<file path="config.mk">
export PLATFORM = sky130hd
export DESIGN_NAME = systolic_tile_param_flat
export DESIGN_NICKNAME = d
export VERILOG_FILES = /design/src/rtl/systolic_tile_param_pkg.sv /design/src/rtl/systolic_tile_param_if.sv /design/src/rtl/systolic_acc_drain.sv /design/src/rtl/systolic_tile_param.sv /design/src/flat_wrapper.sv
export SDC_FILE = /design/constraint.sdc
export NUM_CORES = 2
export LEC_CHECK = 0
export CAP_MARGIN = 10
export CORE_ASPECT_RATIO = 0.8
export CORE_UTILIZATION = 53
export CTS_CLUSTER_SIZE = 40
export DETAILED_ROUTE_END_ITERATION = 10
export GPL_ROUTABILITY_DRIVEN = 0
export PLACE_DENSITY = 0.69
export SLEW_MARGIN = 20
export SYNTH_ARGS = -nofsm -noshare
export SYNTH_HDL_FRONTEND = slang
export SYNTH_SLANG_ARGS = --single-unit
</file>
<file path="constraint.sdc">
create_clock -name clk -period 13.2 [get_ports clk]
set_clock_uncertainty 0.2 [all_clocks]
set_input_delay 2.64 -clock clk [delete_from_list [all_inputs] [get_ports clk]]
set_output_delay 2.64 -clock clk [all_outputs]
set_load 0.02 [all_outputs]
</file>
<file path="src/rtl/systolic_tile_param_pkg.sv">
// Shared definitions for the parametrised systolic tile.
//   - operand mode encodings used on the 2-bit mode input
//   - bit positions of the decoded per-block control word {DRAIN, CLEAR}
//   - drain engine state type
package systolic_pkg;

   localparam logic [1:0] MODE_XOR  = 2'd0;
   localparam logic [1:0] MODE_MAC  = 2'd1;
   localparam logic [1:0] MODE_SMAC = 2'd2;
   localparam logic [1:0] MODE_HOLD = 2'd3;

   // Index into the 2-bit decoded control word built from beat 0 of each ctrl lane
   localparam int CTRL_CLEAR = 0;
   localparam int CTRL_DRAIN = 1;

   typedef enum logic {
      DRAIN_IDLE  = 1'b0,
      DRAIN_SHIFT = 1'b1
   } drain_state_e;

endpackage

</file>
<file path="src/rtl/systolic_tile_param_if.sv">
// Tile stream/drain bus.
//   master: drives ena, mode, row_in, col_in, row_ctrl_in, col_ctrl_in;
//           observes row_out, col_out, row_ctrl_out, col_ctrl_out,
//           acc_out, acc_valid, overrun.
//   slave : the tile itself (directions reversed).
interface systolic_tile_param_if #(
   parameter int LANE_W = 4
);
   logic              ena;
   logic [1:0]        mode;
   logic [LANE_W-1:0] row_in;
   logic [LANE_W-1:0] col_in;
   logic              row_ctrl_in;
   logic              col_ctrl_in;
   logic [LANE_W-1:0] row_out;
   logic [LANE_W-1:0] col_out;
   logic              row_ctrl_out;
   logic              col_ctrl_out;
   logic [LANE_W-1:0] acc_out;
   logic              acc_valid;
   logic              overrun;

   modport master (
      output ena, mode, row_in, col_in, row_ctrl_in, col_ctrl_in,
      input  row_out, col_out, row_ctrl_out, col_ctrl_out, acc_out, acc_valid, overrun
   );

   modport slave (
      input  ena, mode, row_in, col_in, row_ctrl_in, col_ctrl_in,
      output row_out, col_out, row_ctrl_out, col_ctrl_out, acc_out, acc_valid, overrun
   );
endinterface

</file>
<file path="src/rtl/systolic_acc_drain.sv">
// Drain engine: on i_start (while idle) captures the accumulator snapshot and
// shifts it out LANE_W bits per enabled cycle, MSB first.
//   clk, rst_n  : clock, async active-low reset
//   i_ena       : advance enable (0 freezes everything)
//   i_snap      : packed accumulators, C[0][0] in the MSBs
//   i_start     : drain request, asserted on an enabled boundary edge
//   o_acc_out   : drain beat
//   o_acc_valid : o_acc_out carries a beat
//   o_overrun   : sticky, set when a request arrives while shifting
module systolic_acc_drain
   import systolic_pkg::*;
#(
   parameter int LANE_W = 4,
   parameter int ACC_W  = 16,
   parameter int NN     = 4
) (
   input  logic                  clk,
   input  logic                  rst_n,
   input  logic                  i_ena,
   input  logic [ACC_W*NN-1:0]   i_snap,
   input  logic                  i_start,
   output logic [LANE_W-1:0]     o_acc_out,
   output logic                  o_acc_valid,
   output logic                  o_overrun
);
   localparam int SW = ACC_W*NN;
   localparam int D  = SW/LANE_W;
   localparam int PW = (D > 1) ? $clog2(D) : 1;
   localparam logic [PW-1:0] POS_LAST = PW'(D-1);

   drain_state_e  r_state;
   logic [SW-1:0] r_snap;
   logic [PW-1:0] r_pos;

   // Drain FSM with registered beat, valid and sticky overrun outputs
   always_ff @(posedge clk or negedge rst_n) begin
      if (!rst_n) begin
         r_state     <= DRAIN_IDLE;
         r_snap      <= {SW{1'b0}};
         r_pos       <= {PW{1'b0}};
         o_acc_out   <= {LANE_W{1'b0}};
         o_acc_valid <= 1'b0;
         o_overrun   <= 1'b0;
      end else if (i_ena) begin
         case (r_state)
            DRAIN_IDLE: begin
               o_acc_out   <= {LANE_W{1'b0}};
               o_acc_valid <= 1'b0;
               if (i_start) begin
                  r_snap  <= i_snap;
                  r_pos   <= {PW{1'b0}};
                  r_state <= DRAIN_SHIFT;
               end
            end
            DRAIN_SHIFT: begin
               o_acc_out   <= r_snap[SW-1 -: LANE_W];
               o_acc_valid <= 1'b1;
               r_snap      <= r_snap << LANE_W;
               r_pos       <= r_pos + PW'(1);
               if (r_pos == POS_LAST) begin
                  r_state <= DRAIN_IDLE;
               end
               // A request during a drain is dropped; the running drain continues
               if (i_start) begin
                  o_overrun <= 1'b1;
               end
            end
            default: r_state <= DRAIN_IDLE;
         endcase
      end
   end

endmodule

</file>
<file path="src/rtl/systolic_tile_param.sv">
// Parametrised serial systolic tile. Collects BEATS-beat row/column blocks,
// updates an N x N accumulator array at each block boundary, forwards the
// streams to neighbours with BEATS cycles of latency and drains snapshots.
//   clk, rst_n : clock, async active-low reset
//   bus        : slave side of systolic_tile_param_if (operand/control
//                lanes in, forwarded lanes out, drain port out)
module systolic_tile_param
   import systolic_pkg::*;
#(
   parameter int LANE_W = 4,
   parameter int BEATS  = 4,
   parameter int ELEM_W = 8,
   parameter int ACC_W  = 16
) (
   input logic                  clk,
   input logic                  rst_n,
   systolic_tile_param_if.slave bus
);
   localparam int BW = BEATS*LANE_W;
   localparam int N  = BW/ELEM_W;
   localparam int NN = N*N;
   localparam int SW = ACC_W*NN;
   localparam int CW = $clog2(BEATS);
   localparam int PW = 2*ELEM_W;
   localparam int XW = ACC_W+PW;
   localparam logic [CW-1:0] CNT_LAST = CW'(BEATS-1);

   logic [CW-1:0]        r_cnt;
   logic [BW-LANE_W-1:0] r_row_sh, r_col_sh;
   logic [BEATS-2:0]     r_rctl_sh, r_cctl_sh;
   logic [BW-1:0]        r_row_fwd, r_col_fwd;
   logic [BEATS-1:0]     r_rctl_fwd, r_cctl_fwd;
   logic [LANE_W-1:0]    r_row_out, r_col_out;
   logic                 r_rctl_out, r_cctl_out;
   logic [ACC_W-1:0]     r_acc [NN];

   logic [ACC_W-1:0]     w_acc_nxt [NN];
   logic [BW-1:0]        w_row_blk, w_col_blk;
   logic [BEATS-1:0]     w_rctl_blk, w_cctl_blk;
   logic [1:0]           w_ctl;
   logic                 w_bound, w_start;
   logic [SW-1:0]        w_snap;
   logic [LANE_W-1:0]    w_acc_out;
   logic                 w_acc_valid, w_overrun;

   // One accumulator update; products are formed at 2*ELEM_W then
   // zero/sign-extended before being reduced mod 2^ACC_W.
   function automatic logic [ACC_W-1:0] acc_update(input logic [1:0] md,
                                                   input logic [ELEM_W-1:0] r,
                                                   input logic [ELEM_W-1:0] c,
                                                   input logic [ACC_W-1:0] base);
      logic [PW-1:0]        prod_u;
      logic signed [PW-1:0] prod_s;
      logic [XW-1:0]        ext;
      prod_u = PW'(r) * PW'(c);
      prod_s = $signed({{ELEM_W{r[ELEM_W-1]}}, r}) * $signed({{ELEM_W{c[ELEM_W-1]}}, c});
      case (md)
         MODE_XOR:  begin ext = XW'({c, r});                   acc_update = base ^ ext[ACC_W-1:0]; end
         MODE_MAC:  begin ext = XW'(prod_u);                   acc_update = base + ext[ACC_W-1:0]; end
         MODE_SMAC: begin ext = {{ACC_W{prod_s[PW-1]}}, prod_s}; acc_update = base + ext[ACC_W-1:0]; end
         MODE_HOLD: acc_update = base;
         default:   acc_update = base;
      endcase
   endfunction

   // Current beat completes the block, so the full word is shift reg + live lane
   assign w_row_blk  = {r_row_sh, bus.row_in};
   assign w_col_blk  = {r_col_sh, bus.col_in};
   assign w_rctl_blk = {r_rctl_sh, bus.row_ctrl_in};
   assign w_cctl_blk = {r_cctl_sh, bus.col_ctrl_in};
   assign w_bound    = (r_cnt == CNT_LAST);
   assign w_start    = w_bound & w_ctl[CTRL_DRAIN];

   // Decode the block control word from beat 0 of each control lane
   always_comb begin
      w_ctl             = 2'b00;
      w_ctl[CTRL_CLEAR] = w_rctl_blk[BEATS-1];
      w_ctl[CTRL_DRAIN] = w_cctl_blk[BEATS-1];
   end

   // Next accumulator values and the pre-update snapshot (C[0][0] in MSBs)
   always_comb begin
      w_snap = {SW{1'b0}};
      for (int i = 0; i < N; i++) begin
         for (int j = 0; j < N; j++) begin
            w_acc_nxt[i*N+j] = acc_update(bus.mode,
                                          w_row_blk[BW-1-i*ELEM_W -: ELEM_W],
                                          w_col_blk[BW-1-j*ELEM_W -: ELEM_W],
                                          w_ctl[CTRL_CLEAR] ? {ACC_W{1'b0}} : r_acc[i*N+j]);
            w_snap[SW-1-(i*N+j)*ACC_W -: ACC_W] = r_acc[i*N+j];
         end
      end
   end

   // Beat counter, block assembly and neighbour forwarding
   always_ff @(posedge clk or negedge rst_n) begin
      if (!rst_n) begin
         r_cnt      <= {CW{1'b0}};
         r_row_sh   <= {(BW-LANE_W){1'b0}};
         r_col_sh   <= {(BW-LANE_W){1'b0}};
         r_rctl_sh  <= {(BEATS-1){1'b0}};
         r_cctl_sh  <= {(BEATS-1){1'b0}};
         r_row_fwd  <= {BW{1'b0}};
         r_col_fwd  <= {BW{1'b0}};
         r_rctl_fwd <= {BEATS{1'b0}};
         r_cctl_fwd <= {BEATS{1'b0}};
         r_row_out  <= {LANE_W{1'b0}};
         r_col_out  <= {LANE_W{1'b0}};
         r_rctl_out <= 1'b0;
         r_cctl_out <= 1'b0;
      end else if (bus.ena) begin
         r_cnt      <= r_cnt + CW'(1);
         r_row_sh   <= w_row_blk[BW-LANE_W-1:0];
         r_col_sh   <= w_col_blk[BW-LANE_W-1:0];
         r_rctl_sh  <= w_rctl_blk[BEATS-2:0];
         r_cctl_sh  <= w_cctl_blk[BEATS-2:0];
         r_row_out  <= r_row_fwd[BW-1 -: LANE_W];
         r_col_out  <= r_col_fwd[BW-1 -: LANE_W];
         r_rctl_out <= r_rctl_fwd[BEATS-1];
         r_cctl_out <= r_cctl_fwd[BEATS-1];
         // Last beat of the previous block leaves on the same edge the new block is latched
         if (w_bound) begin
            r_row_fwd  <= w_row_blk;
            r_col_fwd  <= w_col_blk;
            r_rctl_fwd <= w_rctl_blk;
            r_cctl_fwd <= w_cctl_blk;
         end else begin
            r_row_fwd  <= r_row_fwd << LANE_W;
            r_col_fwd  <= r_col_fwd << LANE_W;
            r_rctl_fwd <= {r_rctl_fwd[BEATS-2:0], 1'b0};
            r_cctl_fwd <= {r_cctl_fwd[BEATS-2:0], 1'b0};
         end
      end
   end

   // Accumulator array, written only at enabled boundary edges
   always_ff @(posedge clk or negedge rst_n) begin
      if (!rst_n) begin
         for (int k = 0; k < NN; k++) r_acc[k] <= {ACC_W{1'b0}};
      end else if (bus.ena && w_bound) begin
         for (int k = 0; k < NN; k++) r_acc[k] <= w_acc_nxt[k];
      end
   end

   systolic_acc_drain #(
      .LANE_W (LANE_W),
      .ACC_W  (ACC_W),
      .NN     (NN)
   ) u_drain (
      .clk         (clk),
      .rst_n       (rst_n),
      .i_ena       (bus.ena),
      .i_snap      (w_snap),
      .i_start     (w_start),
      .o_acc_out   (w_acc_out),
      .o_acc_valid (w_acc_valid),
      .o_overrun   (w_overrun)
   );

   assign bus.row_out      = r_row_out;
   assign bus.col_out      = r_col_out;
   assign bus.row_ctrl_out = r_rctl_out;
   assign bus.col_ctrl_out = r_cctl_out;
   assign bus.acc_out      = w_acc_out;
   assign bus.acc_valid    = w_acc_valid;
   assign bus.overrun      = w_overrun;

endmodule

</file>
<file path="src/flat_wrapper.sv">
// flat-port wrapper written by rule: the top's interface ports become plain ports
module systolic_tile_param_flat import systolic_pkg::*;
#(
   parameter int LANE_W = 4,
   parameter int BEATS  = 4,
   parameter int ELEM_W = 8,
   parameter int ACC_W  = 16
)
  (clk, rst_n, bus_ena, bus_mode, bus_row_in, bus_col_in, bus_row_ctrl_in, bus_col_ctrl_in, bus_row_out, bus_col_out, bus_row_ctrl_out, bus_col_ctrl_out, bus_acc_out, bus_acc_valid, bus_overrun);
  systolic_tile_param_if #(.LANE_W(LANE_W)) bus_i ();
  input logic clk;
  input logic rst_n;
  input wire logic [$bits(bus_i.ena)-1:0] bus_ena;
  input wire logic [$bits(bus_i.mode)-1:0] bus_mode;
  input wire logic [$bits(bus_i.row_in)-1:0] bus_row_in;
  input wire logic [$bits(bus_i.col_in)-1:0] bus_col_in;
  input wire logic [$bits(bus_i.row_ctrl_in)-1:0] bus_row_ctrl_in;
  input wire logic [$bits(bus_i.col_ctrl_in)-1:0] bus_col_ctrl_in;
  output wire logic [$bits(bus_i.row_out)-1:0] bus_row_out;
  output wire logic [$bits(bus_i.col_out)-1:0] bus_col_out;
  output wire logic [$bits(bus_i.row_ctrl_out)-1:0] bus_row_ctrl_out;
  output wire logic [$bits(bus_i.col_ctrl_out)-1:0] bus_col_ctrl_out;
  output wire logic [$bits(bus_i.acc_out)-1:0] bus_acc_out;
  output wire logic [$bits(bus_i.acc_valid)-1:0] bus_acc_valid;
  output wire logic [$bits(bus_i.overrun)-1:0] bus_overrun;
  assign bus_i.ena = bus_ena;
  assign bus_i.mode = bus_mode;
  assign bus_i.row_in = bus_row_in;
  assign bus_i.col_in = bus_col_in;
  assign bus_i.row_ctrl_in = bus_row_ctrl_in;
  assign bus_i.col_ctrl_in = bus_col_ctrl_in;
  assign bus_row_out = bus_i.row_out;
  assign bus_col_out = bus_i.col_out;
  assign bus_row_ctrl_out = bus_i.row_ctrl_out;
  assign bus_col_ctrl_out = bus_i.col_ctrl_out;
  assign bus_acc_out = bus_i.acc_out;
  assign bus_acc_valid = bus_i.acc_valid;
  assign bus_overrun = bus_i.overrun;
  systolic_tile_param #(.LANE_W(LANE_W), .BEATS(BEATS), .ELEM_W(ELEM_W), .ACC_W(ACC_W)) u_core (.clk(clk), .rst_n(rst_n), .bus(bus_i));
endmodule
</file>
==> results by group <==
Worst setup path
  – Crit path max-delay family: adder cells
  – CP max-delay cell: clkdlybuf4s50_1
  – CP Cell Sequence: clkdlybuf4s50_1 > and2_1 > fa_1 > inv_1 > fa_1 > inv_1 > fa_1 > fa_1 > ha_1 > ha_1 > or2_2 > o311a_1 > nor2_1 > xnor2_1 > mux4_2 > mux2_2
  – R2R setup slack: approximately 6.4 ns
  – R2r worst-path depth: 14
  – Critical Path Stages: 16
  – CP Buf/Inv Count: 3
  – Critical Path Source Type: input pin
  – Peak per-stage delay on the critical path: between 0.9 and 1 ns
  – Crit path required time: 13.41 ns
  – Arr. time, crit path: 8.59 ns
  – Crit Reg-Reg Startpoint: u_core.r_row_sh[11]
  – Most used cell, CP: fa_1
  – Max FO, Critical Path: 21
  – Reg2reg end: u_core.r_acc[63]
  – Critical path type: input pin to register
  – Crit. End Element: register

Synth
  – Mapped Nets: 3,844
  – Mapped Cells: roughly 3,200
  – Library cells used by synthesis: 63
  – Netlist Area Pre-Place: 29,070 um2
  – Top FF cell, synth: dfrtp_1
  – Share of the synthesized area in the top cell type: 27.82%
  – Yosys reg bits: 221
  – YS warnings: 0
  – Ranking of synthesized cells by area: fa_1 (28%), dfrtp_1 (19%), ha_1 (9.6%)
  – EDFF count, synth: 0
  – Sequential fraction of the synthesis area: a little under a fifth
  – Synth Area per Inst: 9.076 um2
  – Yosys top cell by area: fa_1
  – Asr flop ratio synth: 100.0%

STA
  – RSZ-0062 raised after global routing: no
  – Max Slew Vio Count: 0
  – Highest clock rate: 0.1193 GHz
  – Setup-failing EPs final: 0
  – Final period utilization: 63.50%
  – TNS Setup: 0 ns
  – Rel. slew slack: 20.92%
  – Fin. Hold Viols: 0
  – Final min period: 8.382 ns
  – Slew @ Worst Pin: 1.186 ns

Clock tree
  – CTS tree: done
  – CTS H-tree depth: 1
  – CTS Buf Count: 25
  – Hold buffers post-CTS: 0
  – Postcts setup bufs: 0
  – Clk Latency, worst-skew pair: between 0.5 and 0.6 ns
  – Clock Pin Slew Worst Setup and Hold Paths: roughly 0.060 ns
  – Resize count post-CTS: 0
  – Root Driver: clkbuf_16
  – Max Buffers Root-to-Sink: 3
  – CTS sink cnt: 221

Layout
  – Fill cells: roughly 4,700
  – Nets: 3,789
  – Layout overhead on the synthesized area: 6.344%
  – Commonest non-fill, non-tap cell in the layout: inv_1
  – Commonest non-fill, non-tap cells in the layout: inv_1 (597), fa_1 (404), nand2_1 (298)
  – Layout cell share with drive strength beyond 1: under 10%

Routing
  – M1 wire length: 33,460 um
  – Met2 wire len: 33,980 um
  – DR pass1 iterations: 7
  – Initial DRC Count: between 1,500 and 2,000
  – Post-route ant nets: 0
  – Max Used Layer: met4
  – Met3 WL: 5435 um
  – # DRC: 0
  – Routed wire per std cell: 19.33 um
  – Final wirelength: 74,820 um
  – Vias per cell: 5.638
  – DR vias: ~22,000

Floorplanning
  – I/O Pins: 31
  – Area of the die: between 50,000 and 60,000 um2
  – Core area: between 50,000 and 60,000 um2
  – Chip Width: 263.8 um
  – Initial core utilization: 53.82%
  – Die height: 211.5 um
  – Number of cell rows: 76

Hold path
  – Hold EP: u_core.u_drain.o_overrun
  – Hold path cells: 1
  – Min-delay src: u_core.u_drain.o_overrun
  – Min-delay worst type: register to register

Run status
  – Outcome: finished, final reports clean

GRT
  – Initial antenna violation count: 0
  – Tot GR Track Use: 27.93%
  – Vias in the first global route: ~23,000
  – Largest net degree at the start of global routing: 125
  – Grt ovf: 0
  – First-pass GRT wire length: about 120,000 um

Placed design
  – DP Wirelength: roughly 56,000 um
  – IO buf count: 30

Run
  – Max cap viols: 0
## logic make-up (layout without fill, tap and decap cells)
logic type	Yosys count	after routing	share of synthesized area (%)
mux	150	150	5.853
other cells	0	1	0
fa+ha+maj	626	626	37.38
xor+xnor	172	172	5.182
simple gates	774	774	12.60
buf+inv	759	723	9.800
flops	221	221	19.02
compound gates	501	501	10.16
## Yosys cell counts (3+ instances only)
cell type,number
fa_1,404
a31oi_1,19
clkbuf_1,146
xnor2_1,97
a21o_1,19
dfrtp_1,221
mux2i_1,92
a21oi_1,154
ha_1,222
a22o_1,4
nand4_1,6
mux4_2,11
nor2_1,153
or3_1,7
xor2_1,75
nor2b_1,27
nor3_1,19
a31o_2,4
o21bai_1,11
a21boi_0,5
o31ai_1,6
o21ai_0,182
o31a_1,3
a221oi_1,12
nand3_1,30
nand2b_1,76
o32a_1,3
o22ai_1,15
o21a_1,14
inv_1,597
buf_1,13
and3_1,4
a211oi_1,8
and2_1,136
o211ai_1,12
clkinv_1,3
a211o_1,5
a22oi_1,5
or2_2,6
mux2_2,46
nand2_1,299
nand3b_1,3
## routing by layer
layer	GRT usage, %	vias up
met2	44.48	714
met4	7.077	0
met5	0	-
met1	40.27	11010
met3	3.943	136
li1	-	9963
## state kept, by name, indices dropped and copies added (netlist names), 3 cells and up
signal,cells
u_core.bus.col_out,4
u_core.bus.row_out,4
u_core.r_acc,64
u_core.r_cctl_fwd,4
u_core.r_cctl_sh,3
u_core.r_col_fwd,16
u_core.r_col_sh,12
u_core.r_rctl_fwd,4
u_core.r_rctl_sh,3
u_core.r_row_fwd,16
u_core.r_row_sh,12
u_core.u_drain.o_acc_out,4
u_core.u_drain.r_pos,4
u_core.u_drain.r_snap,64
## cell type report
| type | count | area, um2 | area share, % |
|---|---|---|---|
| diodes | 1 | 2.502 | 0.008095 |
| clock buffers | 32 | 661.9 | 2.141 |
| clock inverters | 14 | 219.0 | 0.7083 |
| inverters | 600 | 2252 | 7.285 |
| multi-input cells | 2223 | 20710 | 66.99 |
| flip-flops and latches | 221 | 5535 | 17.91 |
| well taps | 702 | 878.3 | 2.841 |
| repair buffers | 77 | 654.4 | 2.117 |
## worst reg2reg max path, delay by kind of cell, from the launching register on
family / cells / cell delay, ns
flip-flops: 1 / 0.76
buffers and inverters: 1 / 0.33
AO/OA/AOI/OAI: 4 / 1.41
AND/OR/NAND/NOR: 3 / 1.46
adder cells (fa/ha/maj): 6 / 2.56
## worst max path at each step
stage,slack (ns),endpoint,from
after floorplan,5.39,u_core.r_acc[43],bus_col_in[1]
after global placement,4.40,u_core.r_acc[43],bus_col_in[1]
after detailed placement,4.31,u_core.r_acc[43],bus_col_in[1]
after CTS,4.88,u_core.r_acc[43],bus_col_in[1]
after global routing,4.65,u_core.r_acc[43],bus_col_in[1]
final,4.82,u_core.r_acc[43],bus_col_in[1]
## metrics by stage
stage,cell area (um2),setup WS (ns),utilization [%],cells,hold slack [ns]
2_1_floorplan,29070,5.387,-,3203,0.2480
3_3_place_gp,30030,4.401,55.59,3823,0.2486
3_5_place_dp,30030,4.314,55.59,3823,0.2575
4_1_cts,30910,4.877,57.23,3869,0.2712
5_1_grt,30910,4.647,57.23,3869,0.2963
6_report,30910,4.818,57.24,3870,0.2652
Power is left out: the tool's default activity adds up to more than one toggle a clock period on the data nets, which glitch-free logic cannot reach.
